File: config.mk
export PLATFORM = sky130hd
export DESIGN_NAME = multiword_cla_sequencer_flat
export DESIGN_NICKNAME = d
export VERILOG_FILES = /design/src/rtl/multiword_cla_sequencer_pkg.sv /design/src/rtl/multiword_cla_sequencer_if.sv /design/src/rtl/cla4_nibble_adder.sv /design/src/rtl/multiword_cla_sequencer.sv /design/src/flat_wrapper.sv
export SDC_FILE = /design/constraint.sdc
export NUM_CORES = 1
export LEC_CHECK = 0
export ABC_AREA = 1
export BUFFER_PORTS_ARGS = -buffer_cell sky130_fd_sc_hd__buf_2
export CORE_MARGIN = 2
export CORE_UTILIZATION = 40
export CTS_CLUSTER_DIAMETER = 120
export CTS_CLUSTER_SIZE = 10
export DETAILED_ROUTE_END_ITERATION = 16
export PLACE_DENSITY = 0.65
export SYNTH_ARGS = -nofsm -noshare
export SYNTH_HDL_FRONTEND = slang
export SYNTH_SLANG_ARGS = --single-unit
File: constraint.sdc
create_clock -name clk -period 2.5 [get_ports clk]
set_input_delay 0.5 -clock clk [delete_from_list [all_inputs] [get_ports clk]]
set_output_delay 0.5 -clock clk [all_outputs]
set_load 0.1 [all_outputs]
File: src/rtl/multiword_cla_sequencer_pkg.sv
// Shared types and constants for the nibble-serial carry-lookahead sequencer.
package multiword_cla_sequencer_pkg;

    localparam int unsigned NIB_W         = 4;
    localparam int unsigned DEFAULT_WIDTH = 16;

    typedef enum logic [1:0] {
        IDLE = 2'd0,
        RUN  = 2'd1,
        DONE = 2'd2
    } state_e;

endpackage : multiword_cla_sequencer_pkg

File: src/rtl/multiword_cla_sequencer_if.sv
// Operand/result bundle between a requester (master) and the sequencer (slave).
interface multiword_cla_sequencer_if
    import multiword_cla_sequencer_pkg::*;
#(
    parameter int unsigned WIDTH = DEFAULT_WIDTH
);
    logic             start;
    logic             sub;
    logic             cin;
    logic [WIDTH-1:0] a;
    logic [WIDTH-1:0] b;
    logic             ready;
    logic             busy;
    logic             done;
    logic [WIDTH-1:0] sum;
    logic             cout;
    logic             ovf;

    modport master (
        output start, sub, cin, a, b,
        input  ready, busy, done, sum, cout, ovf
    );

    modport slave (
        input  start, sub, cin, a, b,
        output ready, busy, done, sum, cout, ovf
    );
endinterface : multiword_cla_sequencer_if

File: src/rtl/cla4_nibble_adder.sv
// 4-bit adder with full generate/propagate lookahead for every internal carry.
module cla4_nibble_adder (
    input  logic [3:0] a,
    input  logic [3:0] b,
    input  logic       cin,
    output logic [3:0] sum,
    output logic       cout
);
    logic [3:0] g;
    logic [3:0] p;
    logic [4:0] c;

    assign g    = a & b;
    assign p    = a ^ b;
    assign c[0] = cin;
    assign c[1] = g[0] | (p[0] & c[0]);
    assign c[2] = g[1] | (p[1] & g[0]) | (p[1] & p[0] & c[0]);
    assign c[3] = g[2] | (p[2] & g[1]) | (p[2] & p[1] & g[0])
                | (p[2] & p[1] & p[0] & c[0]);
    assign c[4] = g[3] | (p[3] & g[2]) | (p[3] & p[2] & g[1])
                | (p[3] & p[2] & p[1] & g[0]) | (p[3] & p[2] & p[1] & p[0] & c[0]);

    assign sum  = p ^ c[3:0];
    assign cout = c[4];
endmodule : cla4_nibble_adder

File: src/rtl/multiword_cla_sequencer.sv
// Multi-word add/subtract computed one nibble per cycle through a single shared
// 4-bit CLA; subtraction is a + ~b + 1, so cout=1 means no borrow.
module multiword_cla_sequencer
    import multiword_cla_sequencer_pkg::*;
#(
    parameter int unsigned WIDTH = DEFAULT_WIDTH
) (
    input logic                      clk,
    input logic                      rst_n,
    multiword_cla_sequencer_if.slave bus_io
);
    localparam int unsigned NIBBLES = WIDTH / NIB_W;
    localparam int unsigned K_W     = (NIBBLES > 1) ? $clog2(NIBBLES) : 1;
    localparam logic [K_W-1:0] K_LAST = K_W'(NIBBLES - 1);

    if (((WIDTH % NIB_W) != 0) || (WIDTH < 8)) begin : g_bad_width
        $error("WIDTH must be a multiple of 4 and at least 8");
    end

    state_e           state_q, state_d;
    logic [WIDTH-1:0] a_q, a_d;
    logic [WIDTH-1:0] b_q, b_d;
    logic [WIDTH-1:0] sum_q, sum_d;
    logic             carry_q, carry_d;
    logic             ovf_q, ovf_d;
    logic [K_W-1:0]   k_q, k_d;

    logic [NIB_W-1:0] nib_a;
    logic [NIB_W-1:0] nib_b;
    logic [NIB_W-1:0] nib_sum;
    logic             nib_cout;

    assign nib_a = a_q[k_q*NIB_W +: NIB_W];
    assign nib_b = b_q[k_q*NIB_W +: NIB_W];

    cla4_nibble_adder u_cla (
        .a    (nib_a),
        .b    (nib_b),
        .cin  (carry_q),
        .sum  (nib_sum),
        .cout (nib_cout)
    );

    // Next-state: accept in IDLE/DONE, one nibble per RUN cycle.
    always_comb begin
        state_d = state_q;
        a_d     = a_q;
        b_d     = b_q;
        sum_d   = sum_q;
        carry_d = carry_q;
        ovf_d   = ovf_q;
        k_d     = k_q;
        unique case (state_q)
            IDLE, DONE: begin
                if (bus_io.start) begin
                    a_d     = bus_io.a;
                    b_d     = bus_io.sub ? ~bus_io.b : bus_io.b;
                    carry_d = bus_io.sub ? 1'b1 : bus_io.cin;
                    k_d     = '0;
                    sum_d   = '0;
                    state_d = RUN;
                end else begin
                    state_d = IDLE;
                end
            end
            RUN: begin
                sum_d[k_q*NIB_W +: NIB_W] = nib_sum;
                carry_d                   = nib_cout;
                k_d                       = k_q + K_W'(1);
                if (k_q == K_LAST) begin
                    ovf_d   = (a_q[WIDTH-1] == b_q[WIDTH-1])
                           && (nib_sum[NIB_W-1] != a_q[WIDTH-1]);
                    k_d     = '0;
                    state_d = DONE;
                end
            end
            default: state_d = IDLE;
        endcase
    end

    always_ff @(posedge clk or negedge rst_n) begin
        if (!rst_n) begin
            state_q <= IDLE;
            a_q     <= '0;
            b_q     <= '0;
            sum_q   <= '0;
            carry_q <= 1'b0;
            ovf_q   <= 1'b0;
            k_q     <= '0;
        end else begin
            state_q <= state_d;
            a_q     <= a_d;
            b_q     <= b_d;
            sum_q   <= sum_d;
            carry_q <= carry_d;
            ovf_q   <= ovf_d;
            k_q     <= k_d;
        end
    end

    // Status is decoded from the state flop only, never from inputs.
    assign bus_io.ready = (state_q != RUN);
    assign bus_io.busy  = (state_q == RUN);
    assign bus_io.done  = (state_q == DONE);
    assign bus_io.sum   = sum_q;
    assign bus_io.cout  = carry_q;
    assign bus_io.ovf   = ovf_q;
endmodule : multiword_cla_sequencer

File: src/flat_wrapper.sv
// flat-port wrapper written by rule: the top's interface ports become plain ports
module multiword_cla_sequencer_flat import multiword_cla_sequencer_pkg::*;
#(
    parameter int unsigned WIDTH = DEFAULT_WIDTH
)
  (clk, rst_n, bus_io_start, bus_io_sub, bus_io_cin, bus_io_a, bus_io_b, bus_io_ready, bus_io_busy, bus_io_done, bus_io_sum, bus_io_cout, bus_io_ovf);
  multiword_cla_sequencer_if #(.WIDTH(WIDTH)) bus_io_i ();
  input logic clk;
  input logic rst_n;
  input wire logic [$bits(bus_io_i.start)-1:0] bus_io_start;
  input wire logic [$bits(bus_io_i.sub)-1:0] bus_io_sub;
  input wire logic [$bits(bus_io_i.cin)-1:0] bus_io_cin;
  input wire logic [$bits(bus_io_i.a)-1:0] bus_io_a;
  input wire logic [$bits(bus_io_i.b)-1:0] bus_io_b;
  output wire logic [$bits(bus_io_i.ready)-1:0] bus_io_ready;
  output wire logic [$bits(bus_io_i.busy)-1:0] bus_io_busy;
  output wire logic [$bits(bus_io_i.done)-1:0] bus_io_done;
  output wire logic [$bits(bus_io_i.sum)-1:0] bus_io_sum;
  output wire logic [$bits(bus_io_i.cout)-1:0] bus_io_cout;
  output wire logic [$bits(bus_io_i.ovf)-1:0] bus_io_ovf;
  assign bus_io_i.start = bus_io_start;
  assign bus_io_i.sub = bus_io_sub;
  assign bus_io_i.cin = bus_io_cin;
  assign bus_io_i.a = bus_io_a;
  assign bus_io_i.b = bus_io_b;
  assign bus_io_ready = bus_io_i.ready;
  assign bus_io_busy = bus_io_i.busy;
  assign bus_io_done = bus_io_i.done;
  assign bus_io_sum = bus_io_i.sum;
  assign bus_io_cout = bus_io_i.cout;
  assign bus_io_ovf = bus_io_i.ovf;
  multiword_cla_sequencer #(.WIDTH(WIDTH)) u_core (.clk(clk), .rst_n(rst_n), .bus_io(bus_io_i));
endmodule
Word-level counts from Yosys, hierarchy flattened
Cells that the tools add are included.
W data, S select, Z words.
{"block": "totals", "reg_bits": 54, "latch_bits": 0, "ram_bits": 0, "mem_bits_ro": 0, "in_bits": 37, "output_inout_bits": 21, "elab_cells": 71, "memories": 0}
{"block": "classes", "addsub": 2, "n_mul": 0, "div": 0, "n_lt_le_gt_ge": 0, "eq_ne": 8, "shifts": 4, "mux": 13, "bitwise": 30, "reduce_logical": 7}
{"op": "$neg A4 Y34", "count": 1}
{"op": "$shift A4 B34 Y16 const A", "count": 1}
{"op": "$shiftx A4 B34 Y16", "count": 1}
{"op": "$mux W16", "count": 2}
{"op": "$pmux W16 S2", "count": 1}
{"op": "$shiftx A16 B5 Y4", "count": 2}
{"op": "$and A1 B1 Y1", "count": 16}
{"op": "$bwmux W16", "count": 1}
{"op": "$not A16 Y16", "count": 1}
{"op": "$or A1 B1 Y1", "count": 10}
{"op": "$pmux W2 S2", "count": 2}
{"op": "$xor A4 B4 Y4", "count": 2}
{"op": "$mux W2", "count": 3}
{"op": "$reduce_and A2 Y1", "count": 3}
{"op": "$and A4 B4 Y4", "count": 1}
{"op": "$eq A2 B2 Y1 const B", "count": 2}
{"op": "$ne A2 B1 Y1 const B", "count": 2}
{"op": "$mux W1", "count": 3}
{"op": "$add A2 B1 Y2 const B", "count": 1}
{"op": "$eq A2 B1 Y1 const B", "count": 1}
{"op": "$logic_not A2 Y1", "count": 1}
{"op": "$ne A2 B2 Y1 const B", "count": 1}
{"op": "$pmux W1 S2", "count": 1}
{"op": "$reduce_bool A2 Y1", "count": 1}
{"op": "4 further kinds", "count": 4}

Logic depth before layout (Yosys ltp)
Gate-level depths: netlist of run 1.
{"block": "logic_depth", "word_depth": 10, "ltp_mapped": 15, "depth_no_buf": 13}

Modules after synthesis
From an unflattened synthesis of run 1, not the netlist that was laid out.
{"block": "hier_totals", "cells_unflattened": 369, "hier_area_um2": 2957.8}
{"module": "multiword_cla_sequencer", "instances": 1, "cells_per_inst": 338, "area_each_um2": 2768.9, "seq_area_each_um2": 1351.3}
{"module": "cla4_nibble_adder", "instances": 1, "cells_per_inst": 31, "area_each_um2": 188.9, "seq_area_each_um2": 0.0}

Worst setup path before layout of run 1
OpenSTA, ideal clock, no wires.
{"block": "synth_timing", "kind": "flip-flop to output port", "startpoint": "register u_core.state_q[1]", "endpoint": "output port bus_io_done", "arrival_time_ps": 1730, "path_slack_ps": 270, "path_stages_with_launch": 3, "cell_sequence": "dfrtp_1 > inv_1 > nor2_1"}
{"block": "synth_between", "elab_chain_cells": 1}
{"item": "start, declared", "line_no": "multiword_cla_sequencer.sv:20", "source": "state_e state_q, state_d;"}
{"item": "start signal, assigned", "line_no": "multiword_cla_sequencer.sv:91", "source": "state_q <= state_d;"}
{"item": "$eq A2 B2 Y1", "line_no": "multiword_cla_sequencer.sv:104", "source": "assign bus_io.done = (state_q == DONE);"}
{"item": "end, declared", "line_no": "flat_wrapper.sv:17", "source": "output wire logic [$bits(bus_io_i.done)-1:0] bus_io_done;"}
Every way passes these cells.

Final worst setup path of run 1
{"block": "layout_timing", "startpoint": "register u_core.k_q[0]", "endpoint": "register u_core.sum_q[7], in the netlist u_core.bus_io.sum[7]"}
{"block": "layout_between", "elab_chain_cells": 10, "word_cells_on_any_way": 25, "classes_between": "add/sub: 1; shift: 4; mux: 2; bitwise: 18"}
{"item": "start, declared", "line_no": "multiword_cla_sequencer.sv:26", "source": "logic [K_W-1:0] k_q, k_d;"}
{"item": "start signal, assigned", "line_no": "multiword_cla_sequencer.sv:97", "source": "k_q <= k_d;"}
{"item": "$shiftx A16 B5 Y4 (on tied branches)", "line_no": "multiword_cla_sequencer.sv:33, multiword_cla_sequencer.sv:34"}
{"item": "$xor A4 B4 Y4 / $and A4 B4 Y4 (equally long branches)", "line_no": "cla4_nibble_adder.sv:14, cla4_nibble_adder.sv:13"}
{"item": "$and A1 B1 Y1 (on tied branches)", "line_no": "cla4_nibble_adder.sv:18, cla4_nibble_adder.sv:19"}
{"item": "$or A1 B1 Y1 (tied with other cells)", "line_no": "cla4_nibble_adder.sv:18", "source": "assign c[3] = g[2] | (p[2] & g[1]) | (p[2] & p[1] & g[0])"}
{"item": "$or A1 B1 Y1 / $and A1 B1 Y1 (equally long branches)", "line_no": "cla4_nibble_adder.sv:18, cla4_nibble_adder.sv:19"}
{"item": "$or A1 B1 Y1", "line_no": "cla4_nibble_adder.sv:19", "source": "| (p[2] & p[1] & p[0] & c[0]);"}
{"item": "$xor A4 B4 Y4", "line_no": "cla4_nibble_adder.sv:23", "source": "assign sum = p ^ c[3:0];"}
{"item": "$shiftx A4 B34 Y16", "line_no": "multiword_cla_sequencer.sv:67", "source": "sum_d[k_q*NIB_W +: NIB_W] = nib_sum;"}
{"item": "$bwmux W16 (*)", "line_no": "multiword_cla_sequencer.sv:67"}
{"item": "$pmux W16 S2 (*)", "line_no": "multiword_cla_sequencer.sv:53", "source": "unique case (state_q)"}
{"item": "end signal, assigned", "line_no": "multiword_cla_sequencer.sv:94", "source": "sum_q <= sum_d;"}
{"item": "end, declared", "line_no": "multiword_cla_sequencer.sv:23", "source": "logic [WIDTH-1:0] sum_q, sum_d;"}
Every way passes the cells marked *; elsewhere a longest branch is shown, timed or not.
A chain may end at the register's enable or synchronous reset.

==> flow_metrics.env, run 1 <==
export IMPL_worst_slew_pin_slew_ps=493
export IMPL_ys_flop_type="dfrtp_1"
export IMPL_drive_above_1_share_pct=21.6
export IMPL_fp_row_count=30
export IMPL_area_growth_pct=16.8
export IMPL_clk_pin_slew_worst_paths_ps=90
export IMPL_dieWidth_um=86.5
export IMPL_finalHoldViolCount=0
export IMPL_postCtsHoldBufs=0
export IMPL_hold_class="primary input to asynchronous set/reset pin"
export IMPL_cts_tree="built"
export IMPL_worst_setup_path_type="flip-flop to flip-flop"
export IMPL_critPathArrivalTime_ps=2430
export IMPL_clock_fmax_mhz=449
export IMPL_path_max_fanout=13
export IMPL_seqCellArea_mm2=0.00135
export IMPL_vias_per_cell=4.86
export IMPL_finalInstanceArea_mm2=0.00318
export IMPL_cts_buffers=5
export IMPL_syn_area_mm2=0.00272
export IMPL_drt_iter0_markers=115
export IMPL_async_flop_share_pct=100
export IMPL_grt_pass1_vias=2383
export IMPL_maxSlewViolCount=0
export IMPL_worstSetupStartpointType="flip-flop"
export IMPL_antenna_found_initial=0
export IMPL_start_util_pct=40.7
export IMPL_required_ps=2700
export IMPL_clock_skew_ps=3.35
export IMPL_io_buffers=57
export IMPL_yosysWarnings=0
export IMPL_hpwlAfterDp_um=4360
export IMPL_grt_max_degree=55
export IMPL_cp_end_kind="flip-flop"
export IMPL_synth_edf_count=0
export IMPL_grt_usage_pct=17.5
export IMPL_dr_pass1_iters=4
export IMPL_antenna_cells=0
export IMPL_synthDistinctLibCells=28
export IMPL_fin_nets=426
export IMPL_status="complete, no violations"
export IMPL_fin_setup_tns_ps=0
export IMPL_root_buffer="clkbuf_8"
export IMPL_cts_resized=0
export IMPL_dpl_cell_area_mm2=0.00309
export IMPL_clk_latency_ps=300
export IMPL_post_cts_setup_buffer_count=0
export IMPL_route_detailed_drc=0
export IMPL_io_pins=58
export IMPL_synth_common_cells="104 x nand2_1, 54 x dfrtp_1, 38 x o21ai_0, 24 x nor2_1, 17 x xnor2_1"
export IMPL_timing_max_cap_violations=0
export IMPL_cts_sinks=54
export IMPL_post_route_min_period_ps=2230
export IMPL_rsz0062_at_grt="no"
export IMPL_yosys_area_top_type="dfrtp_1"
export IMPL_yosysMostFrequentCell="nand2_1"
export IMPL_ys_seq_area_share_pct=49.7
export IMPL_gp_congestion=0.863
export IMPL_avgRoutedWirePerCell_um=12.7
export IMPL_netlist_area_leader_share_pct=49.7
export IMPL_ys_ff_latch=54
export IMPL_dieArea_mm2=0.00748
export IMPL_h_tree_depth=2
export IMPL_core_area_mm2=0.00668
export IMPL_clockBufferDepth=2
export IMPL_multiInputGateArea_mm2=0.00123
export IMPL_slew_headroom_pct=67.0
export IMPL_min_period_over_period_pct=89.1
export IMPL_fp_dieH_um=86.5
export IMPL_setup_violations=0
export IMPL_ys_top_cells_by_area="dfrtp_1 50%, nand2_1 14%, o21ai_0 7.0%"
export IMPL_ant_nets=0
export IMPL_vias=2236
export IMPL_fillerInstances=681
export IMPL_synth_area_per_cell_um2=8.45
export IMPL_drt_wl_total_um=5860
export IMPL_syn_num_nets=369
export IMPL_grt_pass1_wl_um=10500
export IMPL_syn_instance_count=322
export IMPL_grt_overflow_total=0
## critical path, stage by stage, from the launching register on
cell     delay (ps)
dfrtp_1         380
inv_1           280
buf_4           220
o21ai_0          80
o22ai_1         160
ha_1            300
nand2_1          80
nand2_1          40
nor2_1          130
nand3_1         140
nand2_2         120
nor2_2           40
nand3_1          70
nand2_1          60
## cell families (layout without fill, tap and decap cells)
family / count (synthesis) / after routing / share of synthesized area, %
adders and majority gates: 10 / 10 / 4.88
and+or+nand+nor: 150 / 150 / 22.8
xor gates and xnor gates: 18 / 18 / 5.80
AOI/OAI and AO/OA: 59 / 59 / 11.7
buffers and inverters: 31 / 89 / 5.15
DFF: 54 / 54 / 49.7
## path summary, 6_finish.rpt
kind                       slack (ps)                    to           start  depth (start not counted)
max in group asynchronous        2080         u_core.k_q[1]           rst_n                          2
max                               270  u_core.bus_io.sum[7]   u_core.k_q[0]                         13
min in group clk                  380         u_core.a_q[1]     bus_io_a[1]                          3
min reg2reg                       480        u_core.a_q[11]  u_core.a_q[11]                          2
max reg2reg                       270  u_core.bus_io.sum[7]   u_core.k_q[0]                         13
min                               190  u_core.bus_io.sum[1]           rst_n                          2
## layout by cell type (no fill, tap or decap), types with 2 or more instances in the layout
cell type and count:
nand2_1 104, buf_2 57, dfrtp_1 54, o21ai_0 38, nor2_1 24, xnor2_1 17
inv_1 15, nand3_1 9, ha_1 9, o22ai_1 8, o21ai_1 8, clkbuf_8 6
nand2_2 4, nand4_1 4, buf_4 4, inv_2 3, nor2_2 2, a21oi_2 2
o31ai_1 2
## layer usage
| metal | part of all wire [%] | vias up | wire [µm] | track usage [%] |
|---|---|---|---|---|
| li1 | - | 1148 | - | - |
| met1 | 47 | 1018 | 2740 | 22.8 |
| met2 | 47 | 59 | 2760 | 29.4 |
| met3 | 4.8 | 11 | 280 | 3.52 |
| met4 | 1.5 | 0 | 85 | 5.11 |
| met5 | 0 | - | 0 | 0 |
## state kept, by name, summed over array words and instances (netlist names)
register and flops:
u_core.a_q 16, u_core.b_q 16, u_core.bus_io.cout 1, u_core.bus_io.ovf 1
u_core.bus_io.sum 16, u_core.k_q 2, u_core.state_q 2
## stage by stage
step	hold WS (ps)	instances	setup slack, ps	util, %
floorplan	204	322	270	-
global placement	463	452	387	46.2
detailed placement	466	452	280	46.2
CTS	191	460	263	47.6
global route	199	460	30.7	47.6
finish	186	460	273	47.6
## area by class of cell
| cell class | instances | share of cell area (%) |
|---|---|---|
| inverters | 19 | 2.24 |
| clock inverters | 1 | 0.157 |
| well taps | 80 | 3.15 |
| multi-input cells | 237 | 38.7 |
| repair buffers | 62 | 10.6 |
| flip-flops and latches | 54 | 42.5 |
| clock buffers | 7 | 2.72 |
Power of run 1 is left out: the tool's default activity adds up to more than one toggle a clock period on the data nets, which glitch-free logic cannot reach.
==> run 2, diff against run 1 <==
- PLACE_DENSITY: 0.65 -> 0.64
- SYNTH_HIERARCHICAL: unset -> 1
==> flow_metrics.env, run 2 <==
export IMPL_status="complete, no violations"
export IMPL_hpwlAfterDp_um=4730
export IMPL_fp_dieH_um=90.0
export IMPL_layout_commonest_cell="nand2_1"
export IMPL_synth_edf_count=0
export IMPL_ant_nets=0
export IMPL_vias_per_cell=4.68
export IMPL_antenna_cells=0
export IMPL_cp_end_kind="flip-flop"
export IMPL_fin_nets=473
export IMPL_cts_tree="built"
export IMPL_post_route_min_period_ps=2240
export IMPL_grt_max_degree=47
export IMPL_dieWidth_um=90.0
export IMPL_setup_ws_ps=257
export IMPL_yosysWarnings=6
export IMPL_drive_above_1_share_pct=19.3
export IMPL_ys_ff_latch=54
export IMPL_grt_usage_pct=16.8
export IMPL_syn_num_nets=417
export IMPL_root_buffer="clkbuf_8"
export IMPL_clock_skew_ps=8.13
export IMPL_start_util_pct=41.0
export IMPL_drt_wl_total_um=6520
export IMPL_netlist_area_leader_share_pct=45.7
export IMPL_hold_class="primary input to asynchronous set/reset pin"
export IMPL_drt_iter0_markers=134
export IMPL_r2r_start="u_core/k_q[0]"
export IMPL_synthDistinctLibCells=23
export IMPL_cts_sinks=54
export IMPL_dr_pass1_iters=4
export IMPL_synth_common_cells="143 x nand2_1, 54 x dfrtp_1, 33 x nand3_1, 29 x inv_1, 20 x o21ai_0"
export IMPL_ys_flop_type="dfrtp_1"
export IMPL_ys_top_cells_by_area="dfrtp_1 46%, nand2_1 18%, nand3_1 5.6%"
export IMPL_synth_area_per_cell_um2=8.02
export IMPL_yosysMostFrequentCell="nand2_1"
export IMPL_dieArea_mm2=0.00810
export IMPL_critPathArrivalTime_ps=2450
export IMPL_syn_instance_count=369
export IMPL_ys_seq_area_share_pct=45.7
export IMPL_core_area_mm2=0.00721
export IMPL_timing_max_cap_violations=0
export IMPL_antenna_found_initial=0
export IMPL_worst_slew_pin_slew_ps=650
export IMPL_io_pins=58
export IMPL_h_tree_depth=2
export IMPL_route_detailed_drc=0
export IMPL_setup_violations=0
export IMPL_rsz0062_at_grt="no"
export IMPL_required_ps=2700
export IMPL_vias=2453
export IMPL_syn_area_mm2=0.00296
export IMPL_worstSetupStartpointType="flip-flop"
export IMPL_async_flop_share_pct=100
export IMPL_grt_pass1_wl_um=11100
export IMPL_gp_congestion=0.891
export IMPL_cts_buffers=5
export IMPL_r2r_slack_ps=260
export IMPL_finalHoldViolCount=0
export IMPL_clock_fmax_mhz=446
export IMPL_most_common_layout_cells="143 x nand2_1, 57 x buf_2, 53 x dfrtp_1"
export IMPL_fin_setup_tns_ps=0
export IMPL_min_period_over_period_pct=89.7
export IMPL_avgRoutedWirePerCell_um=12.4
export IMPL_grt_overflow_total=0
export IMPL_clk_latency_ps=300
export IMPL_post_place_ws_ps=80.3
export IMPL_r2r_end="u_core/bus_io.sum[15]"
export IMPL_fp_row_count=31
export IMPL_clk_pin_slew_worst_paths_ps=90
export IMPL_area_growth_pct=14.4
export IMPL_maxSlewViolCount=0
export IMPL_io_buffers=57
export IMPL_reg2reg_depth=15
export IMPL_clockBufferDepth=2
export IMPL_grt_pass1_vias=2396
export IMPL_yosys_area_top_type="dfrtp_1"
export IMPL_slew_headroom_pct=56.7
export IMPL_worst_setup_path_type="flip-flop to flip-flop"
export IMPL_path_max_fanout=18
-- run 2: cell types whose count changed after synthesis, sizes merged, moves of 15 or more --
cell	delta
nand2	+37
o21ai	-26
nand3	+25
xnor2	-16
inv	+15
xor2	+15
-- run 2: through the flow --
step	area, µm²	util [%]	std cells	hold slack [ps]
floorplan	2960	-	369	204
global placement	3270	45.3	513	469
detailed placement	3270	45.3	513	463
CTS	3350	46.4	520	241
global route	3380	46.9	524	269
finish	3380	46.9	524	219
-- run 2: routing by layer --
metal  GRT usage [%]  up-vias  part of all wire (%)
li1                -     1274                     -
met3            3.44        7                   5.3
met1            22.5     1107                    47
met2            27.9       65                    47
met5               0        -                     0
met4            4.62        0                  0.94
-- run 2: worst max path at each step --
stage	from	cells after the start	endpoint
CTS	u_core/k_q[1]	13	u_core/bus_io.sum[7]
floorplan	u_core/state_q[0]	2	bus_io_done
global placement	u_core/k_q[1]	16	u_core/bus_io.ovf
global route	u_core/k_q[0]	15	u_core/bus_io.sum[15]
finish	u_core/k_q[0]	15	u_core/bus_io.sum[15]
detailed placement	u_core/k_q[1]	11	u_core/bus_io.sum[7]
-- run 2: cells by family after synthesis --
family / share of synthesized area [%]
AOI/OAI and AO/OA: 6.09
xor gates and xnor gates: 5.03
adders and majority gates: 4.91
buffers and inverters: 9.05
DFF: 45.7
and+or+nand+nor: 29.2
-- run 2: area by class of cell --
| class | count | area [µm²] |
|---|---|---|
| Clock buffer | 6 | 72.6 |
| Sequential cell | 54 | 1350 |
| Multi-Input combinational cell | 266 | 1340 |
| Inverter | 33 | 130 |
| Timing Repair Buffer | 64 | 350 |
| Clock inverter | 1 | 7.51 |
| Fill cell | 751 | 3830 |
| Tap cell | 99 | 124 |
| Timing Repair inverter | 1 | 7.51 |
-- run 2: worst max-delay path, stage by stage, from the launching register on --
cell     delay [ps]
dfrtp_1         420
buf_4           210
nor2_1          140
nor2_1           50
o21ai_0          70
nand2_1          80
ha_1            350
or2_0           220
nand2_1          90
nand2_1          50
nand2_1          50
nand2_1         130
nand3_1         140
inv_1            40
nand2_1          60
nand2_1          50
-- run 2: what timing repair did --
item | 4_1_cts | 5_1_grt
setup endpoints to repair | 0 | 10
hold buffers | 0 | 0
resized for setup | 0 | 5
buffers inserted | 0 | 3
Power of run 2 is left out for the same reason.
